[config.mk]
export PLATFORM = sky130hd
export DESIGN_NAME = pipe_hazard_ctrl
export DESIGN_NICKNAME = d
export VERILOG_FILES = /design/src/rtl/pipe_hazard_ctrl.sv
export SDC_FILE = /design/constraint.sdc
export NUM_CORES = 1
export LEC_CHECK = 0
export BUFFER_PORTS_ARGS = -buffer_cell sky130_fd_sc_hd__buf_2
export CORE_MARGIN = 1.5
export CORE_UTILIZATION = 36
export CTS_CLUSTER_DIAMETER = 100
export CTS_CLUSTER_SIZE = 16
export DETAILED_ROUTE_END_ITERATION = 8
export GPL_TIMING_DRIVEN = 0
export PLACE_DENSITY = 0.76
export SLEW_MARGIN = 30
export SYNTH_ARGS = -nofsm -noshare
export SYNTH_HDL_FRONTEND = slang
export SYNTH_SLANG_ARGS = --single-unit
[constraint.sdc]
create_clock -name clk -period 1.24 [get_ports clk]
set_input_delay 0.062 -clock clk [delete_from_list [all_inputs] [get_ports clk]]
set_output_delay 0.062 -clock clk [all_outputs]
set_load 0.005 [all_outputs]
[src/rtl/pipe_hazard_ctrl.sv]
// pipe_hazard_ctrl
//   Central stall scheduler for the 5-stage pipeline. It merges the ID load-use
//   stall request with multi-cycle divide sequencing in EX, and drives the stall
//   bus seen by PC/IF/ID/EX/MEM/WB. It launches the external iterative divider,
//   holds the front of the pipe until the divider finishes, then releases it.
//
//   Optional feature macro: HAZ_PERF_EN. When it is defined, the block includes
//   the stall performance counters. When it is undefined, the perf ports are
//   tied to 0.
//
// Ports
//   clk             clock
//   rst             synchronous, active-high reset; all outputs read 0 while high
//   stallreq_id     ID load-use hazard (combinational, same cycle)
//   ex_div_req      instruction in EX is div/divu (level)
//   div_ready       divider result valid (pulse or level)
//   div_start       1-cycle pulse that launches the divider
//   div_busy        high while waiting on the divider
//   div_timeout     sticky flag: a divide hit DIV_TIMEOUT
//   stall[5:0]      bit0 PC, 1 IF, 2 ID, 3 EX, 4 MEM, 5 WB; 1 = stage holds
//   perf_load_stall cycles with the LOAD stall pattern
//   perf_div_stall  cycles with the DIV stall pattern
module pipe_hazard_ctrl #(
    parameter int DIV_TIMEOUT = 64,
    parameter int CNT_W       = 7,
    parameter int PERF_W      = 32
) (
    input  logic              clk,
    input  logic              rst,
    input  logic              stallreq_id,
    input  logic              ex_div_req,
    input  logic              div_ready,
    output logic              div_start,
    output logic              div_busy,
    output logic              div_timeout,
    output logic [5:0]        stall,
    output logic [PERF_W-1:0] perf_load_stall,
    output logic [PERF_W-1:0] perf_div_stall
);

    localparam logic [5:0] STALL_NONE = 6'b000000;
    localparam logic [5:0] STALL_LOAD = 6'b000111;  // PC/IF/ID hold, EX gets bubble
    localparam logic [5:0] STALL_DIV  = 6'b001111;  // PC..EX hold, MEM gets bubble

    localparam logic [CNT_W-1:0] CNT_LAST = CNT_W'(DIV_TIMEOUT - 1);
    localparam logic [CNT_W-1:0] CNT_MAX  = {CNT_W{1'b1}};

    typedef enum logic [1:0] {
        IDLE     = 2'd0,
        DIV_WAIT = 2'd1,
        DIV_DONE = 2'd2
    } state_t;

    state_t           state;
    logic [CNT_W-1:0] cnt;
    logic             timeout_q;

    logic [5:0]       stall_c;
    logic             start_c;

    // State sequencing
    always_ff @(posedge clk) begin
        if (rst) begin
            state     <= IDLE;
            cnt       <= '0;
            timeout_q <= 1'b0;
        end else begin
            case (state)
                IDLE: begin
                    if (ex_div_req) begin
                        state <= DIV_WAIT;
                        cnt   <= '0;
                    end
                end
                DIV_WAIT: begin
                    // Saturate rather than wrap, so the timeout compare stays valid.
                    if (cnt != CNT_MAX) cnt <= cnt + 1'b1;
                    // A late div_ready still wins over the timeout on the same cycle.
                    if (div_ready) begin
                        state <= DIV_DONE;
                    end else if (cnt == CNT_LAST) begin
                        timeout_q <= 1'b1;
                        state     <= DIV_DONE;
                    end
                end
                DIV_DONE: state <= IDLE;  // the divide leaves EX at this edge
                default:  state <= IDLE;
            endcase
        end
    end

    // Stall pattern and divider launch. Both are combinational, so the divider
    // starts on the first cycle the divide is seen in EX.
    always_comb begin
        stall_c = STALL_NONE;
        start_c = 1'b0;
        case (state)
            IDLE: begin
                if (ex_div_req) begin
                    stall_c = STALL_DIV;
                    start_c = 1'b1;
                end else if (stallreq_id) begin
                    stall_c = STALL_LOAD;
                end
            end
            DIV_WAIT: stall_c = STALL_DIV;
            // ex_div_req here is still the divide that just finished.
            DIV_DONE: stall_c = stallreq_id ? STALL_LOAD : STALL_NONE;
            default:  stall_c = STALL_NONE;
        endcase
    end

    assign stall       = rst ? STALL_NONE : stall_c;
    assign div_start   = ~rst & start_c;
    assign div_busy    = ~rst & (state == DIV_WAIT);
    assign div_timeout = ~rst & timeout_q;

`ifdef HAZ_PERF_EN
    logic [PERF_W-1:0] load_cnt;
    logic [PERF_W-1:0] div_cnt;

    always_ff @(posedge clk) begin
        if (rst) begin
            load_cnt <= '0;
            div_cnt  <= '0;
        end else begin
            if (stall_c == STALL_LOAD) load_cnt <= load_cnt + 1'b1;
            if (stall_c == STALL_DIV)  div_cnt  <= div_cnt + 1'b1;
        end
    end

    assign perf_load_stall = rst ? '0 : load_cnt;
    assign perf_div_stall  = rst ? '0 : div_cnt;
`else
    assign perf_load_stall = '0;
    assign perf_div_stall  = '0;
`endif

endmodule

# Word level (Yosys, flattened, before mapping)
# Index checks and enable logic that the tools add are counted.
# op_classes
n_mux	13
bitwise_logic	5
eq_ne	7
n_addsub	1
reduce_logical	5
# op_table
op	n
6-bit one-hot mux with 3 select lines	1
7-bit two-way mux	2
7-bit one-hot mux with 2 select lines	1
7-bit by 1-bit adder with 7-bit output (second input constant)	1
7-bit by 6-bit == test with 1-bit output (second input constant)	1
7-bit != test (second input constant)	1
2-bit two-way mux	3
6-bit two-way mux	1
3-bit AND reduction	2
4-bit two-way mux	1
2-bit != test (second input constant)	2
2-bit one-hot mux with 2 select lines	1
1-bit bitwise AND	3
3-bit two-way mux	1
3-bit != test (second input constant)	1
2-bit by 1-bit == test with 1-bit output (second input constant)	1
2-bit == test (second input constant)	1
2-bit zero test	1
1-bit two-way mux	2
1-bit inverter	2
2-bit AND reduction	1
2-bit nonzero test	1
# totals
word_cells	34
reg_bits	10
out_inout_bits	73
input_bits	5

# Depth between registers and ports, before layout
# logic_depth
word_depth	4
ltp_mapped	6
mapped_depth_nobuf	5

# Worst setup path before layout
# OpenSTA, ideal clock, no wires.
# synth_timing
path_type	register -> register
from	register cnt[0]
to	register cnt[2]
synth_period_minus_slack_ns	1.361
setup_time_ns	0.116
path_stages_with_launch	6
required_time_ns	1.124
arrival_time_ns	1.245
n_path_buf	0
setup_slack_ns	-0.121
path_cell_list	dfxtp_1 -> ha_1 -> and3_1 -> a211o_2 -> a21oi_1 -> nor3_1
# synth_via
elab_chain_len	3
elab_cells_between_ends	6
classes_between	add/sub: 1; eq/ne: 2; mux: 2; reduce/logical: 1
# synth_rtl
item	line	rtl
from (decl)	55	logic [CNT_W-1:0] cnt;
from (signal assigned)	77	if (cnt != CNT_MAX) cnt <= cnt + 1'b1;
7-bit by 1-bit adder with 7-bit output / 7-bit != test (equally long branches)	77	
7-bit two-way mux / 2-bit != test (equally long branches)	-	
7-bit one-hot mux with 2 select lines / 3-bit AND reduction (equally long branches)	-	
# Parallel ways exist; a longest one is shown, timed or not. The select of a mux whose other input is x is not followed.
# A chain may end at the register's enable or synchronous reset.

# Worst setup path after layout
# layout_timing
from	register state[0]
to	output port stall[1]
# layout_via
elab_chain_len	3
elab_cells_between_ends	5
classes_between	eq/ne: 2; mux: 2; reduce/logical: 1
# layout_rtl
item	line	rtl
from (decl)	54	state_t state;
from (signal assigned)	64	state <= IDLE;
from (signal assigned)	71	state <= DIV_WAIT;
from (signal assigned)	80	state <= DIV_DONE;
2-bit == test (tied with other cells)	97	case (state)
6-bit one-hot mux with 3 select lines *	97	
6-bit two-way mux *	113	assign stall = rst ? STALL_NONE : stall_c;
to (decl)	36	output logic [5:0] stall,
# Every way passes the cells marked *; elsewhere a longest branch is shown, timed or not.

==> out/results.txt <==
Core Area = 2760 um^2
Largest net degree at the start of global routing = 10
First-iteration detailed-routing DRC count = 25
Fill cells = 252
Die area = 3240 um^2
GRT Residual Overflow = 0
Worst setup path startpoint = state[0]
Total wire length = 1940 um
Register bit total from synthesis = 10
Most common cell after layout, fill and taps aside = buf_4
Hold EP = cnt[2]
Antenna violations before repair = 0
CTS Buf Count = 3
Worst-path fanout max = 4
Dpl ws = -0.110 ns
Worst Setup Path Type = reg -> out
Yosys cell types = 31
Skew-Pair Late Insertion Delay = 0.27 ns
First-pass GRT wire length = 2700 um
CP arrival = 1.23 ns
CP Capture Type = output pin
Total global-route track usage = 10.5%
Gpl congestion = 0.739
DRC violations left = 0
H-tree depth = 1
IO Pins = 78
Cell Area, Synth = 1050 um^2
Leak = 0.921 nW
Synthesized instance count = 133
Worst Clk Skew = 0.00637 ns
Largest family of logic cells by synthesized area = buffers and inverters
DR WL/cell = 7.66 um
Fin nets = 229
Asr flop ratio synth = 0%
Pre-Repair DR Iteration Count = 4
Reg2Reg Setup Slack = -0.04 ns
Root buffer cell = clkbuf_4
Worst Hold Class = in -> reg
Yosys warnings = 0
Post-synthesis average cell area = 7.86 um^2
Setup TNS = -0.144 ns
Outcome = finished, violations left
Peak Freq = 0.772 GHz
Hold wc startpoint = rst
Adder-Cell Fraction of Synth Area = 1.20%
Post-route minimum period = 1.30 ns
Initial Utilization = 37.9%
Crit share post-route = 104%
Number of flops mapped to enable cells by yosys = 0
Final Hold Fails = 0
Die width = 56.9 um
Main synth FF type = dfxtp_1
Core Util, Final = 57.7%
Simple-gate share of the synthesized area = 16.5%
Final Setup Violations = 4
Worst setup slack after layout = -0.0557 ns
Power per standard cell area = 616 nW/um^2
Via density = 3.57
Commonest cells after routing, fill and taps aside = buf_4, conb_1, buf_2, nand2_1
R2R depth = 5
Synth Area in XOR/XNOR = 1.67%
CTS tree = yes
Placement Rows = 19
Clock Path Buffers = 2
Failing checks = negative setup slack
CP Launch Type = flip-flop
Antenna Violating Nets Remaining = 0
Peak VDD IR = 0.000623 V
Area delta synth->final = 52.0%
Ant diodes = 0
Compound-Gate Fraction of Synth Area = 10.2%
Share of cells above drive strength 1 = 53.6%
Clk pin slew, worst setup/hold paths = 0.07 ns
RSZ-0062 raised after global routing = yes
Reg2reg end = cnt[2]
Register area share after synthesis = 19.1%
Vias = 903
Port Buf Inserts = 10
Pwr Total = 0.000979 W
Max_cap viols = 0
Vias in the first global route = 645
Mux share of post-synthesis cell area = 0%
Worst Hold Depth = 2
CP required = 1.18 ns
Detail Placement HPWL = 1460 um
Die Y = 56.9 um
Pins Over Slew Limit = 0
Worst reg2reg startpoint = cnt[0]
Clock tree sinks = 10
[what timing repair did]
item / 4_1_cts / 5_1_grt
gates resized for setup: 12 / 15
endpoints found under the setup margin: 8 / 13
setup buffers: 4 / 5
endpoints found under the hold margin: 1 / 0
gates cloned: 0 / 0
pin swaps: 3 / 3
hold buffers: 1 / 0
[worst max-delay path by stage]
stage                to  slack [ns]  cells after the start
6_report       stall[1]       -0.06                      5
5_1_grt        stall[1]       -0.11                      5
4_1_cts        stall[1]       -0.06                      5
3_5_place_dp     cnt[1]       -0.11                      5
3_3_place_gp     cnt[1]       -0.09                      5
2_1_floorplan    cnt[2]       0.007                      5
[cell usage after synthesis (2+ instances only)]
library cell	count	share of area [%]
buf_4	68	49
nor2_1	5	1.8
o211ai_1	2	1.4
nor3_1	4	1.9
dfxtp_1	10	19
o21ai_0	2	0.96
xor2_1	2	1.7
a21oi_1	4	1.9
nand3_1	4	1.9
nand2_1	9	3.2
inv_1	2	0.72
and3_1	2	1.2
[metrics by stage]
step / hold slack [ns] / area, um^2 / std cells
CTS: 0.00989 / 1510 / 248
detailed placement: 0.276 / 1390 / 239
global placement: 0.267 / 1390 / 239
global route: 0.0270 / 1590 / 253
finish: 0.0216 / 1590 / 253
floorplan: 0.186 / 1300 / 198
[where the power goes]
group / switching, W / internal [W] / leakage [nW] / total, W
registers: 0.0000110 / 0.000328 / 0.0851 / 0.000339
clock network: 0.000115 / 0.000178 / 0.0210 / 0.000293
logic: 0.000136 / 0.000212 / 0.814 / 0.000348
[sequential cells by signal, indices dropped and copies added (netlist names)]
| signal | flops |
|---|---|
| timeout_q | 1 |
| cnt | 7 |
| state | 2 |
[area by class of cell]
class	instances	area, um^2	share of cell area [%]
tap	31	38.8	2.44
timing repair buffer	20	144	9.05
sequential	10	216	13.6
clock buffer	4	36.3	2.28
buffer	69	522	32.8
multi-input combinational	116	619	38.9
inverter	3	13.8	0.865
[cells by family (layout without fill, tap and decap cells)]
| logic type | Yosys count | count (layout) |
|---|---|---|
| buf+inv | 72 | 96 |
| fa+ha+maj | 1 | 1 |
| flops | 10 | 10 |
| xor+xnor | 2 | 2 |
| other cells | 1 | 66 |
| compound gates | 15 | 15 |
| simple gates | 32 | 32 |
[worst max-delay path, cell delays in order, from the launching register on]
cell	delay, ns
dfxtp_4	0.37
o21ba_4	0.20
a21oi_2	0.11
nor2_2	0.06
buf_4	0.12
buf_2	0.11
[per-layer routing]
layer / vias to the layer above / track usage [%] / share of wire [%]
met1: 364 / 11.2 / 37
met3: 4 / 4.15 / 12
met5: - / 0 / 0
met2: 54 / 19.5 / 50
li1: 481 / - / -
met4: 0 / 1.99 / 0.72
Power figures use the tool's default switching activity.
